==> src/rtl/man_move_ctrl.sv <==
// rtl/man_move_ctrl.sv - Sokoban player-movement controller: map reads, box push write-back, HUD counters.
// Defining MAN_UNDO_EN adds undo_req and single-level undo of the last completed move.
module man_move_ctrl #(
  parameter logic [5:0] START_POS = 6'd9,
  parameter int         CNT_W     = 16
) (
  input  logic             clk,
  input  logic             rst_n,
  input  logic             load,
  input  logic [5:0]       load_pos,
  input  logic             move_req,
  input  logic [1:0]       move_dir,
`ifdef MAN_UNDO_EN
  input  logic             undo_req,
`endif
  output logic             busy,
  output logic             move_done,
  output logic             moved,
  output logic             pushed,
  output logic [5:0]       man,
  output logic [CNT_W-1:0] step_cnt,
  output logic [CNT_W-1:0] push_cnt,
  output logic [5:0]       map_addr,
  output logic             map_rd_en,
  input  logic [1:0]       map_rdata,
  output logic             map_wr_en,
  output logic [1:0]       map_wdata
);

  typedef enum logic [3:0] {
    IDLE, RD1, CHK1, RD2, CHK2, WR_BOX, WR_CLR
`ifdef MAN_UNDO_EN
    , UNDO_CLR, UNDO_BOX
`endif
  } state_t;

  localparam logic [CNT_W-1:0] CNT_MAX = '1;
  localparam logic [CNT_W-1:0] CNT_ONE = CNT_W'(1);

  state_t           state, state_d;
  logic [1:0]       dir_q, dir_d;
  logic [5:0]       cell_n, cell_n_d;
  logic [5:0]       cell_b, cell_b_d;
  logic [5:0]       man_d;
  logic [CNT_W-1:0] step_d, push_d;
  logic             busy_d, done_d, moved_d, pushed_d;
  logic [5:0]       addr_d;
  logic             rd_en_d, wr_en_d;
  logic [1:0]       wdata_d;
  logic             fin, fin_moved, fin_pushed;

`ifdef MAN_UNDO_EN
  logic             rec_valid, rec_valid_d;
  logic             rec_pushed, rec_pushed_d;
  logic [5:0]       rec_prev, rec_prev_d;
  logic [5:0]       rec_b, rec_b_d;
`endif

  function automatic logic off_grid(input logic [5:0] pos, input logic [1:0] dir);
    case (dir)
      2'd0:    off_grid = (pos[5:3] == 3'd0);
      2'd1:    off_grid = (pos[5:3] == 3'd7);
      2'd2:    off_grid = (pos[2:0] == 3'd0);
      default: off_grid = (pos[2:0] == 3'd7);
    endcase
  endfunction

  function automatic logic [5:0] neighbour(input logic [5:0] pos, input logic [1:0] dir);
    case (dir)
      2'd0:    neighbour = {pos[5:3] - 3'd1, pos[2:0]};
      2'd1:    neighbour = {pos[5:3] + 3'd1, pos[2:0]};
      2'd2:    neighbour = {pos[5:3], pos[2:0] - 3'd1};
      default: neighbour = {pos[5:3], pos[2:0] + 3'd1};
    endcase
  endfunction

  function automatic logic [CNT_W-1:0] sat_inc(input logic [CNT_W-1:0] v);
    sat_inc = (v == CNT_MAX) ? v : v + CNT_ONE;
  endfunction

`ifdef MAN_UNDO_EN
  function automatic logic [CNT_W-1:0] dec_floor(input logic [CNT_W-1:0] v);
    dec_floor = (v == '0) ? v : v - CNT_ONE;
  endfunction
`endif

  always_ff @(posedge clk or negedge rst_n) begin
    if (!rst_n) begin
      state     <= IDLE;
      dir_q     <= 2'd0;
      cell_n    <= 6'd0;
      cell_b    <= 6'd0;
      man       <= START_POS;
      step_cnt  <= '0;
      push_cnt  <= '0;
      busy      <= 1'b0;
      move_done <= 1'b0;
      moved     <= 1'b0;
      pushed    <= 1'b0;
      map_addr  <= 6'd0;
      map_rd_en <= 1'b0;
      map_wr_en <= 1'b0;
      map_wdata <= 2'b00;
`ifdef MAN_UNDO_EN
      rec_valid  <= 1'b0;
      rec_pushed <= 1'b0;
      rec_prev   <= 6'd0;
      rec_b      <= 6'd0;
`endif
    end else begin
      state     <= state_d;
      dir_q     <= dir_d;
      cell_n    <= cell_n_d;
      cell_b    <= cell_b_d;
      man       <= man_d;
      step_cnt  <= step_d;
      push_cnt  <= push_d;
      busy      <= busy_d;
      move_done <= done_d;
      moved     <= moved_d;
      pushed    <= pushed_d;
      map_addr  <= addr_d;
      map_rd_en <= rd_en_d;
      map_wr_en <= wr_en_d;
      map_wdata <= wdata_d;
`ifdef MAN_UNDO_EN
      rec_valid  <= rec_valid_d;
      rec_pushed <= rec_pushed_d;
      rec_prev   <= rec_prev_d;
      rec_b      <= rec_b_d;
`endif
    end
  end

  always_comb begin
    state_d    = state;
    dir_d      = dir_q;
    cell_n_d   = cell_n;
    cell_b_d   = cell_b;
    man_d      = man;
    step_d     = step_cnt;
    push_d     = push_cnt;
    busy_d     = busy;
    done_d     = 1'b0;
    moved_d    = 1'b0;
    pushed_d   = 1'b0;
    addr_d     = map_addr;
    rd_en_d    = 1'b0;
    wr_en_d    = 1'b0;
    wdata_d    = map_wdata;
    fin        = 1'b0;
    fin_moved  = 1'b0;
    fin_pushed = 1'b0;
`ifdef MAN_UNDO_EN
    rec_valid_d  = rec_valid;
    rec_pushed_d = rec_pushed;
    rec_prev_d   = rec_prev;
    rec_b_d      = rec_b;
`endif

    // load pre-empts everything; strobes fall back to their idle defaults
    if (load) begin
      state_d = IDLE;
      man_d   = load_pos;
      step_d  = '0;
      push_d  = '0;
      busy_d  = 1'b0;
`ifdef MAN_UNDO_EN
      rec_valid_d = 1'b0;
`endif
    end else begin
      case (state)
        IDLE: begin
          if (move_req) begin
            dir_d = move_dir;
            if (off_grid(man, move_dir)) begin
              fin = 1'b1;
            end else begin
              cell_n_d = neighbour(man, move_dir);
              addr_d   = neighbour(man, move_dir);
              rd_en_d  = 1'b1;
              busy_d   = 1'b1;
              state_d  = RD1;
            end
          end
`ifdef MAN_UNDO_EN
          else if (undo_req && rec_valid) begin
            if (rec_pushed) begin
              addr_d  = rec_b;
              wr_en_d = 1'b1;
              wdata_d = 2'b00;
              busy_d  = 1'b1;
              state_d = UNDO_CLR;
            end else begin
              man_d       = rec_prev;
              done_d      = 1'b1;
              moved_d     = 1'b1;
              step_d      = dec_floor(step_cnt);
              rec_valid_d = 1'b0;
            end
          end
`endif
        end
        RD1: state_d = CHK1;
        CHK1: begin
          case (map_rdata)
            2'b00: begin
              man_d     = cell_n;
              fin       = 1'b1;
              fin_moved = 1'b1;
            end
            2'b10: begin
              if (off_grid(cell_n, dir_q)) begin
                fin = 1'b1;
              end else begin
                cell_b_d = neighbour(cell_n, dir_q);
                addr_d   = neighbour(cell_n, dir_q);
                rd_en_d  = 1'b1;
                state_d  = RD2;
              end
            end
            default: fin = 1'b1;
          endcase
        end
        RD2: state_d = CHK2;
        CHK2: begin
          if (map_rdata == 2'b00) begin
            addr_d  = cell_b;
            wr_en_d = 1'b1;
            wdata_d = 2'b10;
            state_d = WR_BOX;
          end else begin
            fin = 1'b1;
          end
        end
        WR_BOX: begin
          addr_d  = cell_n;
          wr_en_d = 1'b1;
          wdata_d = 2'b00;
          state_d = WR_CLR;
        end
        WR_CLR: begin
          man_d      = cell_n;
          fin        = 1'b1;
          fin_moved  = 1'b1;
          fin_pushed = 1'b1;
        end
`ifdef MAN_UNDO_EN
        // box goes back from B to N (the player's current cell)
        UNDO_CLR: begin
          addr_d  = man;
          wr_en_d = 1'b1;
          wdata_d = 2'b10;
          state_d = UNDO_BOX;
        end
        UNDO_BOX: begin
          man_d       = rec_prev;
          done_d      = 1'b1;
          moved_d     = 1'b1;
          pushed_d    = 1'b1;
          busy_d      = 1'b0;
          step_d      = dec_floor(step_cnt);
          push_d      = dec_floor(push_cnt);
          rec_valid_d = 1'b0;
          state_d     = IDLE;
        end
`endif
        default: begin
          state_d = IDLE;
          busy_d  = 1'b0;
        end
      endcase

      if (fin) begin
        done_d   = 1'b1;
        busy_d   = 1'b0;
        state_d  = IDLE;
        moved_d  = fin_moved;
        pushed_d = fin_pushed;
        if (fin_moved)  step_d = sat_inc(step_cnt);
        if (fin_pushed) push_d = sat_inc(push_cnt);
`ifdef MAN_UNDO_EN
        if (fin_moved) begin
          rec_valid_d  = 1'b1;
          rec_prev_d   = man;
          rec_pushed_d = fin_pushed;
          rec_b_d      = cell_b;
        end
`endif
      end
    end
  end

endmodule

==> config.mk <==
export PLATFORM = sky130hd
export DESIGN_NAME = man_move_ctrl
export DESIGN_NICKNAME = d
export VERILOG_FILES = /design/src/rtl/man_move_ctrl.sv
export SDC_FILE = /design/constraint.sdc
export NUM_CORES = 1
export LEC_CHECK = 0
export BUFFER_PORTS_ARGS = -buffer_cell sky130_fd_sc_hd__buf_2
export CAP_MARGIN = 20
export CORE_MARGIN = 2
export CORE_UTILIZATION = 45
export CTS_CLUSTER_DIAMETER = 100
export CTS_CLUSTER_SIZE = 20
export DETAILED_ROUTE_END_ITERATION = 10
export PLACE_DENSITY = 0.72
export SYNTH_ARGS = -nofsm -noshare
export SYNTH_HDL_FRONTEND = slang
export SYNTH_SLANG_ARGS = --single-unit
==> constraint.sdc <==
create_clock -name clk -period 6.3 [get_ports clk]
set_clock_uncertainty 0.05 [all_clocks]
set_input_delay 1.26 -clock clk [delete_from_list [all_inputs] [get_ports clk]]
set_output_delay 1.26 -clock clk [all_outputs]
set_load 0.02 [all_outputs]
=== After elaboration in Yosys (flattened, before gate mapping) ===
Cells that the tools add are included.

* Bits in registers: 70
* Input bits: 14
* Logic and storage cells: 153

* $add $sub $neg: 10
* Eq/ne operators: 32
* Multiplexer cells: 68
* Bitwise operators: 3
* Reduce and logical (&&, ||, !) cells: 25

{| class="wikitable"
|+ Operators by type and width
! kind !! count
|-
| $mux W16 || 8
|-
| $mux W6 || 7
|-
| $pmux W6 S3 || 2
|-
| $add A16 B1 Y16 const B || 2
|-
| $eq A16 B16 Y1 const B || 2
|-
| $mux W1 || 32
|-
| $mux W4 || 7
|-
| $pmux W4 S7 || 1
|-
| $pmux W6 S4 || 1
|-
| $ne A4 B4 Y1 const B || 5
|-
| $reduce_and A3 Y1 || 5
|-
| $ne A2 B2 Y1 const B || 7
|-
| $add A3 B1 Y3 const B || 4
|-
| $eq A3 B3 Y1 const B || 4
|-
| $eq A4 B3 Y1 const B || 3
|-
| $logic_not A3 Y1 || 4
|-
| $pmux W6 S2 || 1
|-
| $sub A3 B1 Y3 const B || 4
|-
| $eq A4 B2 Y1 const B || 2
|-
| $pmux W1 S2 || 4
|-
| $reduce_and A4 Y1 || 2
|-
| $reduce_bool A2 Y1 || 4
|-
| $reduce_and A7 Y1 || 1
|-
| $eq A2 B2 Y1 const B || 3
|-
| other kinds (16) || 23
|}

=== Depth between registers and ports, before layout ===
Gate-level depths: netlist of the first run.

* Word-level depth: 11
* Depth in mapped cells: 10
* Depth with buffers taken out: 7

=== Least setup slack after synthesis of the first run ===
OpenSTA, ideal clock, no wires.

* Path kind: in2reg
* From: in move_dir[1]
* To: reg map_addr[5]
* Arrival: 2.916 ns
* Data required time: 6.125 ns
* Path slack: 3.209 ns
* Stages: 8
* Cells stage by stage: clkbuf_1 -> nand2b_1 -> fa_1 -> xor2_1 -> nor2_1 -> xor2_1 -> a221o_1 -> mux2_2

* Word-level cells in the longest chain between the ends: 7
* Elaborated cells on any way between the ends: 13

{| class="wikitable"
|+ Ends and longest elaborated chain
! what !! RTL line !! source
|-
| start, declared || 12 || <nowiki>input logic [1:0] move_dir,</nowiki>
|-
| $eq A2 B2 Y1 (tied with other cells) || 60, 69 ||
|-
| $pmux W1 S3 || 60 || <nowiki>case (dir)</nowiki>
|-
| $mux W1 || 174 || <nowiki>if (move_req) begin</nowiki>
|-
| $mux W1 || 172 || <nowiki>case (state)</nowiki>
|-
| $mux W1 || 162 || <nowiki>if (load) begin</nowiki>
|-
| $ne A2 B2 Y1 (no line) || n/a ||
|-
| $reduce_and A7 Y1 (no line) || n/a ||
|-
| end signal, assigned || 122 || <nowiki>map_addr <= addr_d;</nowiki>
|-
| end, declared || 23 || <nowiki>output logic [5:0] map_addr,</nowiki>
|}

Parallel ways exist; a longest one is shown, timed or not. The select of a mux whose other input is x is not followed.
A chain may end at the register's enable or synchronous reset.

=== Worst setup path after layout of the first run ===
* From: reg state[1]
* To: reg step_cnt[12]

* Word-level cells in the longest chain between the ends: 5
* Elaborated cells on any way between the ends: 11

{| class="wikitable"
|+ Ends and longest elaborated chain
! what !! RTL line !! source
|-
| start, declared || 40 || <nowiki>state_t state, state_d;</nowiki>
|-
| start signal, assigned || 111 || <nowiki>state <= state_d;</nowiki>
|-
| $eq A4 B3 Y1 (tied with other cells) || 172 ||
|-
| $pmux W1 S4 or $pmux W1 S2 (tied branches) || 172 ||
|-
| $mux W1 || 162 ||
|-
| $reduce_bool A2 Y1 (no line) || n/a ||
|-
| $reduce_and A3 Y1 (no line) * || n/a ||
|-
| end signal, assigned || 116 || <nowiki>step_cnt <= step_d;</nowiki>
|-
| end, declared || 21 || <nowiki>output logic [CNT_W-1:0] step_cnt,</nowiki>
|}

Mark *: on every way between the ends. The rest lies on a longest branch, timed or not. The select of a mux whose other input is x is not followed.

==> impl_metrics.ini, run 1 <==
[setup_path]
critPathMaxStageDelay_ns = 0.83
crit_fanout = 22
cp_cell_sequence = nor2b_1, nand3_1, a21o_1, or4_1, a21oi_1
crit_required_ns = 6.53
crit_path_end = step_cnt[12]
path_depth = 5
critical_path_buf_inv_count = 0
endpoint_kind = flop
r2r-start = state[1]
critPathKind = flop to flop
reg2reg_to = step_cnt[12]
r2r_cells = 5
crit_slowest_cell = dfrtp_1
cp_top_family = simple AND/OR/NAND/NOR gates
r2r_setup_slack_ns = 3.40
startpoint_type = flop
arrival_ns = 3.14
crit_start = state[1]

[status]
outcome = finished, final reports clean

[sta]
fin_crit_ns = 2.90
finalHoldViolCount = 0
rsz0062_at_grt = no
tightest_slew_ns = 0.870
worst_slew_margin_rel = 0.420
fin_setup_tns_ns = 0
drv_slew = 0
fmax_mhz = 344
setup_viol = 0
post-route-period-util = 0.461

[detailed_routing]
via_per_inst = 5.98
dr.pass1.iters = 4
wirelength_um = 9840
detail-route-antenna-nets = 0
drc = 0
wl_per_cell_um = 16.7
drt_iter0_markers = 225
vias = 3533

[yosys]
synth_edf_count = 0
synth_nets = 443
synthCells = 421
yosys_register_bits = 68
avgSynthCellArea_um2 = 9.60
synth_area_um2 = 4040
asyncSetResetFlopFracSynth = 1.00
synth_seq_area_share = 0.422
yosys_warnings = 0
yosys.cell_types.count = 63
synth_flop_cell = dfrtp_1

[global_routing]
track_usage = 0.211
grt_max_degree = 69
grt_first_pass_wirelength_um = 16600
grt_antenna_before_repair = 0
grt_pass1_vias = 3399
overflow = 0

[finish]
nets = 500
fillCellCount = 781
drive_gt1_frac = 0.236
area_growth_syn_to_layout_pct = 16.4
diodes = 0

[power_and_ir_drop]
p_per_area_nw_per_um2 = 305
power_uw = 1430
ir_drop_mv = 0.209
p_leak_uw = 0.00211

[min_path]
hold_class = flop to flop

[place]
port_buffers = 64
dp_hpwl_um = 6950
place.gp.congestion = 0.892

[clock_network]
clk_path_buf_depth = 2
postCtsSetupRepairBufs = 0
h-tree-depth = 3
clk_pin_slew_ns = 0.07
hold_buffers = 0
ctsResizeCount = 0
numCtsBuffers = 9
cts_tree = done
clk_latency_ns = 0.36
cts_sinks = 68
clock-root-buffer = clkbuf_8

[die]
dieArea_um2 = 9750
rows = 34
die_w_um = 98.8
pin_count = 66
core_area_um2 = 8720
initial_core_util = 0.463
fp.dieH_um = 98.8

[flow_run]
cap_violations = 0
==> area by class of cell <==
| class | count | area, µm² | area share |
|---|---|---|---|
| Tap cell | 108 | 135 | 0.0287 |
| Clock buffer | 10 | 138 | 0.0293 |
| Inverter | 15 | 56.3 | 0.0120 |
| Sequential cell | 68 | 1700 | 0.362 |
| Clock inverter | 6 | 134 | 0.0285 |
| Timing Repair Buffer | 67 | 343 | 0.0729 |
| Multi-Input combinational cell | 317 | 2190 | 0.466 |
==> worst min-delay path by stage <==
stage,from,to,slack (ns),cells past startpoint
after floorplan,cell_b[5],cell_b[5],0.42,1
after CTS,map_addr[3],map_addr[3],0.46,1
after global routing,cell_b[0],cell_b[0],0.49,1
final,map_addr[3],map_addr[3],0.46,1
after detailed placement,map_addr[3],map_addr[3],0.44,1
after global placement,cell_b[5],cell_b[5],0.44,1
==> synth_stat cells, types with 6 or more instances <==
library cell,instances,share of area
nand3_1,9,0.011
mux2_2,19,0.053
xor2_1,12,0.026
and3_1,7,0.011
xnor2_1,13,0.028
nand2_1,36,0.033
nor3_1,6,0.0074
nor2_1,38,0.035
inv_1,14,0.013
dfrtp_1,66,0.41
a211oi_1,6,0.011
o21ai_0,15,0.019
a221oi_1,7,0.015
mux2i_1,11,0.027
or4_1,8,0.015
nand4_1,10,0.015
clkbuf_1,15,0.014
nor2b_1,6,0.0093
or3_1,6,0.0093
a21oi_1,26,0.032
o31ai_1,8,0.015
==> state kept, by name, summed over array words and instances (netlist names) <==
register	flops
busy	1
cell_b	6
cell_n	6
dir_q	2
man	6
map_addr	6
map_rd_en	1
map_wdata	1
map_wr_en	1
move_done	1
moved	1
push_cnt	16
pushed	1
state	3
step_cnt	16
==> kinds of logic (layout without fill, tap and decap cells) <==
group / Yosys count / in the layout / synth area share
AND/OR/NAND/NOR: 156 / 156 / 0.207
AO/OA/AOI/OAI: 97 / 97 / 0.168
flip-flops: 68 / 68 / 0.422
buffers and inverters: 36 / 98 / 0.0353
multiplexers: 30 / 30 / 0.0802
XOR/XNOR: 25 / 25 / 0.0542
adder cells (fa/ha/maj): 8 / 8 / 0.0322
other: 1 / 1 / 0.000928
==> per-stage QoR <==
stage / setup slack, ns / instances / util / hold WS, ns / area, µm²
after global placement: 3.04 / 574 / 0.507 / 0.440 / 4430
after floorplan: 3.21 / 421 / - / 0.423 / 4040
final: 3.40 / 591 / 0.539 / 0.458 / 4700
after CTS: 3.36 / 590 / 0.539 / 0.462 / 4700
after global routing: 3.10 / 591 / 0.539 / 0.485 / 4700
after detailed placement: 3.05 / 574 / 0.507 / 0.443 / 4430
==> routing by layer <==
layer	GRT usage	vias to the layer above	part of all wire
met1	0.282	1736	0.42
met4	0.0780	0	0.017
met3	0.0461	17	0.067
met2	0.338	118	0.50
li1	-	1662	-
met5	0	-	0
==> placed cells by master (no fill, tap or decap), drive strengths merged, types with 12 or more instances in the layout <==
| cell type | Yosys | routed |
|---|---|---|
| nor2 | 38 | 38 |
| o21ai | 17 | 17 |
| xor2 | 12 | 12 |
| inv | 14 | 15 |
| mux2 | 19 | 19 |
| nand2 | 36 | 36 |
| a21oi | 26 | 26 |
| xnor2 | 13 | 13 |
| dfrtp | 66 | 66 |
| buf | 6 | 66 |
==> report_power, final <==
| part | internal, µW | total, µW | switching, µW |
|---|---|---|---|
| Clock | 314 | 491 | 176 |
| Combinational | 153 | 353 | 200 |
| Sequential | 499 | 591 | 91.6 |
| Total | 966 | 1430 | 468 |
Power figures use the tool's default switching activity.
==> run 2, diff against run 1 <==
--- a/config.mk
+++ b/config.mk
@@ -5,6 +5,7 @@
 export SDC_FILE = /design/constraint.sdc
 export NUM_CORES = 1
 export LEC_CHECK = 0
+export ABC_AREA = 1
 export BUFFER_PORTS_ARGS = -buffer_cell sky130_fd_sc_hd__buf_2
 export CAP_MARGIN = 20
 export CORE_MARGIN = 2
@@ -12,7 +13,7 @@
 export CTS_CLUSTER_DIAMETER = 100
 export CTS_CLUSTER_SIZE = 20
 export DETAILED_ROUTE_END_ITERATION = 10
-export PLACE_DENSITY = 0.72
+export PLACE_DENSITY = 0.71
 export SYNTH_ARGS = -nofsm -noshare
 export SYNTH_HDL_FRONTEND = slang
 export SYNTH_SLANG_ARGS = --single-unit
==> constraint.sdc (replaced) <==
create_clock -name clk -period 3 [get_ports clk]
set_clock_uncertainty 0.05 [all_clocks]
set_input_delay 0.6 -clock clk [delete_from_list [all_inputs] [get_ports clk]]
set_output_delay 0.6 -clock clk [all_outputs]
set_load 0.02 [all_outputs]
==> impl_metrics.ini, run 2 <==
[yosys]
synth_common_cells = nand2_1 (179), nor2_1 (82), dfrtp_1 (66)
synth_area_leaders = dfrtp_1 (37%), nand2_1 (15%), nor2_1 (6.9%)
synth_nets = 622
synth_seq_area_share = 0.385
yosys_register_bits = 68
synth_flop_cell = dfrtp_1
avgSynthCellArea_um2 = 7.39
synthCells = 600
yosys_warnings = 0
yosys.cell_types.count = 42
synth_largest_area_cell = dfrtp_1
synth_top_cell_area_share = 0.373
asyncSetResetFlopFracSynth = 1.00
synth_area_um2 = 4430
synthMostInstantiatedCell = nand2_1
synth_edf_count = 0

[die]
core_area_um2 = 9680
die_w_um = 103
initial_core_util = 0.458
pin_count = 66
rows = 36
fp.dieH_um = 103
dieArea_um2 = 10700

[detailed_routing]
wl_per_cell_um = 14.1
vias = 4153
dr.pass1.iters = 4
drc = 0
wirelength_um = 11300
detail-route-antenna-nets = 0
drt_iter0_markers = 227
via_per_inst = 5.20

[power_and_ir_drop]
switchingPower_uw = 1330
p_per_area_nw_per_um2 = 630
comb_power_share = 0.339
seqPwrFrac = 0.413
power.share.switching = 0.421
pwr-share-clk = 0.248
ir_drop_mv = 0.302
p_int_uw = 1830
p_leak_uw = 0.00253

[global_routing]
track_usage = 0.223
grt_antenna_before_repair = 0
grt_first_pass_wirelength_um = 18500
grt_pass1_vias = 3820
grt_max_degree = 69
overflow = 0

[sta]
tightest_slew_ns = 0.622
worst_slack_ns = 0.712
rsz0062_at_grt = no
fin_crit_ns = 2.29
fin_setup_tns_ns = 0
setup_viol = 0
finalHoldViolCount = 0
drv_slew = 0
fmax_mhz = 437
worst_slew_margin_rel = 0.584
hold-worst-slack_ns = 0.196
post-route-period-util = 0.763

[clock_network]
cts_sinks = 68
postCtsSetupRepairBufs = 0
clk_pin_slew_ns = 0.08
clk_path_buf_depth = 2
numCtsBuffers = 9
clk_latency_ns = 0.36
ctsResizeCount = 0
hold_buffers = 0
h-tree-depth = 3
cts_tree = done
clock-root-buffer = clkbuf_8

[min_path]
hold_class = input pin to async pin

[finish]
diodes = 0
fillCellCount = 964
area_growth_syn_to_layout_pct = 13.5
drive_gt1_frac = 0.186
nets = 683
utilization = 0.519
final_common_cell = nand2_1
reg.largest.list = push_cnt: 16 flops, step_cnt: 16 flops
final_cell_mix = nand2_1 (179), nor2_1 (82), dfrtp_1 (66)
fin_area_um2 = 5030

[setup_path]
crit_fanout = 17
r2r_cells = 10
endpoint_kind = flop
critPathMaxStageDelay_ns = 0.58
cp_common_cell = nand2_1
arrival_ns = 2.54
cp_top_family = simple AND/OR/NAND/NOR gates
critPathKind = flop to flop
cp_cell_sequence = inv_1, nor2_1, nand3_1, nand2_1, nand3_2, nand3_4, nand3b_4, nand2_1, nand2_1, nand2_1
critical_path_buf_inv_count = 1
crit_required_ns = 3.25
path_depth = 10
startpoint_type = flop
crit_slowest_cell = dfrtp_1

[place]
dp_hpwl_um = 8280
dp_slack_ns = 0.674
port_buffers = 64
place.gp.congestion = 0.933
placed_cell_area_um2 = 4830

[status]
outcome = finished, final reports clean

[flow_run]
cap_violations = 0
-- run 2: cell count changes after synthesis, moves of 8 or more --
cell	previous run	this run
nand2_2	0	13
nand2_1	36	179
nor2_1	38	82
xor2_1	12	25
o31ai_1	8	0
mux2_2	19	0
o21ai_0	15	23
or4_1	8	0
nand3_1	9	60
a21oi_1	26	13
inv_1	14	43
mux2i_1	11	0
clkbuf_1	15	6
-- run 2: per-layer routing --
metal  vias up  part of all wire  global-route usage
li1       2045                 -                   -
met2       120              0.49               0.361
met3        13             0.055              0.0437
met4         0             0.011              0.0607
met1      1975              0.45               0.309
met5         -                 0                   0
-- run 2: cells by family after synthesis --
family                   share of synthesized area
adder cells (fa/ha/maj)                     0.0294
AND/OR/NAND/NOR                              0.385
buffers and inverters                       0.0723
AO/OA/AOI/OAI                               0.0663
flip-flops                                   0.385
XOR/XNOR                                    0.0613
other                                     0.000846
-- run 2: through the flow --
stage,instances,power [µW]
finish,799,3170
global route,799,3380
CTS,799,3180
detailed placement,783,2400
global placement,783,2370
floorplan,600,2060
-- run 2: path summary, 6_finish.rpt --
kind | startpoint | end | slack [ns]
setup / recovery | dir_q[1] | push_cnt[0] | 0.71
hold reg to reg | map_addr[2] | map_addr[2] | 0.46
max in group asynchronous | rst_n | man[3] | 2.38
setup reg to reg | dir_q[1] | push_cnt[0] | 0.71
min in group clk | load_pos[5] | man[5] | 0.42
hold / removal | rst_n | cell_n[1] | 0.20
-- run 2: worst register-to-register path, stage by stage, from the launching register on --
cell and delay, ns:
dfrtp_1 0.58, inv_1 0.16, nor2_1 0.18, nand3_1 0.11, nand2_1 0.12, nand3_2 0.13
nand3_4 0.12, nand3b_4 0.21, nand2_1 0.39, nand2_1 0.11, nand2_1 0.07
-- run 2: power by group through the flow --
stage          registers [µW]  clock network, µW  logic [µW]
5_1_grt                  1340                839        1200
3_5_place_dp             1320                  0        1070
3_3_place_gp             1320                  0        1050
4_1_cts                  1310                796        1080
6_report                 1310                785        1070
2_1_floorplan            1360                  0         709
-- run 2: cell type report --
type	instances	area [µm²]	area share
clock buffers	10	128	0.0254
clock inverters	6	72.6	0.0144
inverters	48	188	0.0373
multi-input cells	466	2410	0.479
flip-flops and latches	68	1700	0.339
well taps	133	166	0.0331
repair buffers	68	363	0.0722
==> run 3, diff against run 2 <==
--- a/config.mk
+++ b/config.mk
@@ -13,7 +13,7 @@
 export CTS_CLUSTER_DIAMETER = 100
 export CTS_CLUSTER_SIZE = 20
 export DETAILED_ROUTE_END_ITERATION = 10
-export PLACE_DENSITY = 0.71
+export PLACE_DENSITY = 0.74
 export SYNTH_ARGS = -nofsm -noshare
 export SYNTH_HDL_FRONTEND = slang
 export SYNTH_SLANG_ARGS = --single-unit
==> constraint.sdc (replaced) <==
create_clock -name clk -period 1.9 [get_ports clk]
set_clock_uncertainty 0.05 [all_clocks]
set_input_delay 0.38 -clock clk [delete_from_list [all_inputs] [get_ports clk]]
set_output_delay 0.38 -clock clk [all_outputs]
set_load 0.02 [all_outputs]
==> impl_metrics.ini, run 3 (synthesized netlist as in run 2, its figures left out) <==
[status]
outcome = complete, but fails checks
violations = negative hold slack

[die]
fp.dieH_um = 103
dieArea_um2 = 10700
die_w_um = 103
core_area_um2 = 9680
pin_count = 66
initial_core_util = 0.458
rows = 36

[clock_network]
numCtsBuffers = 9
clk_pin_slew_ns = 0.08
clock-root-buffer = clkbuf_8
clk_path_buf_depth = 2
cts_tree = done
cts_sinks = 68
h-tree-depth = 3
clk_latency_ns = 0.36

[sta]
fmax_mhz = 540
hold-worst-slack_ns = -0.0108
worst_slew_margin_rel = 0.628
tightest_slew_ns = 0.552
drv_slew = 0
worst_slack_ns = 0.0489
post-route-period-util = 0.974
finalHoldViolCount = 27
rsz0062_at_grt = yes
setup_viol = 0
fin_crit_ns = 1.85

[setup_path]
cp_cell_sequence = inv_1, nor2_1, fa_1, a21oi_1, o21ai_1, xor2_1, nand2_1, nand4_1, nand2_1, nand2_1
crit_fanout = 4
crit_required_ns = 2.15
endpoint_kind = flop
critical_path_buf_inv_count = 1
crit_slowest_cell = dfrtp_1
critPathKind = flop to flop
arrival_ns = 2.10
critPathMaxStageDelay_ns = 0.42
r2r-start = dir_q[1]
crit_start = dir_q[1]
cp_top_family = flip-flops
r2r_setup_slack_ns = 0.05
startpoint_type = flop
cp_common_cell = nand2_1

[finish]
fin_area_um2 = 5470
fillCellCount = 912
nets = 722
area_growth_syn_to_layout_pct = 23.3
drive_gt1_frac = 0.257
final_cell_mix = nand2_1 (176), nor2_1 (81), buf_2 (64)
diodes = 0
final_common_cell = nand2_1
reg.largest.list = push_cnt: 16 flops, step_cnt: 16 flops

[global_routing]
overflow = 0
grt_antenna_before_repair = 0
grt_first_pass_wirelength_um = 19300
grt_max_degree = 69
track_usage = 0.232
grt_pass1_vias = 4056

[detailed_routing]
wl_per_cell_um = 14.2
dr.pass1.iters = 5
wirelength_um = 11900
drt_iter0_markers = 282
detail-route-antenna-nets = 0
drc = 0
via_per_inst = 5.20
vias = 4356

[power_and_ir_drop]
ir_drop_mv = 0.586
p_leak_uw = 0.00275
p_per_area_nw_per_um2 = 997
power_uw = 5450

[place]
port_buffers = 64
dp_slack_ns = -0.123
place.gp.congestion = 0.916
dp_hpwl_um = 8410
placed_cell_area_um2 = 5080

[min_path]
hold_class = input pin to async pin

[flow_run]
cap_violations = 0
run 3: changes by cell type in the layout (fill, tap and decap cells not counted), moves of 3 or more:
cell / change
nand2_1: -3
inv_1: -3
clkinv_2: +3
buf_4: +34
nor2_4: +3
dfrtp_1: -6
dfrtp_2: +6
run 3: through the flow:
stage / cells / setup TNS (ns) / utilization
global placement: 812 / -0.0159 / 0.524
detailed placement: 812 / -0.360 / 0.524
floorplan: 600 / 0 / -
CTS: 829 / 0 / 0.547
global route: 838 / -0.408 / 0.564
finish: 838 / 0 / 0.564
run 3: where the power goes:
group	internal (µW)	switching (µW)	total (µW)	leakage (µW)
clock network	733	593	1330	0.000109
logic	785	1330	2120	0.00176
registers	1730	273	2010	0.000882
run 3: layer usage:
metal / wire (µm) / up-vias / global-route usage / share of wire
li1: - / 2129 / - / -
met5: 0 / - / 0 / 0
met2: 5620 / 154 / 0.360 / 0.47
met3: 624 / 21 / 0.0282 / 0.052
met4: 223 / 0 / 0.0982 / 0.019
met1: 5470 / 2052 / 0.328 / 0.46
run 3: worst paths after layout:
path,depth (start not counted),endpoint
max in group asynchronous,2,man[0]
setup reg to reg,10,map_addr[2]
setup / recovery,10,map_addr[2]
min in group clk,3,man[1]
hold / removal,2,map_addr[5]
hold reg to reg,2,cell_b[1]
run 3: worst reg2reg max path, stage by stage, from the launching register on:
cell and delay, ns:
dfrtp_1 0.42, inv_1 0.09, nor2_1 0.06, fa_1 0.39, a21oi_1 0.14, o21ai_1 0.09, xor2_1 0.24, nand2_1 0.09
nand4_1 0.10, nand2_1 0.07, nand2_1 0.06
run 3: final cells by class:
type	instances	area [µm²]	share of cell area
Sequential cell	68	1710	0.313
Multi-Input combinational cell	467	2490	0.455
Clock inverter	7	91.3	0.0167
Tap cell	133	166	0.0304
Timing Repair Buffer	106	694	0.127
Inverter	48	190	0.0348
Clock buffer	9	124	0.0227
run 3: repair_timing:
action / CTS / global route
gates cloned: 0 / 2
pin swaps: 0 / 8
resized for setup: 2 / 23
setup endpoints to repair: 5 / 33
setup buffers: 1 / 7
hold buffers: 0 / 0
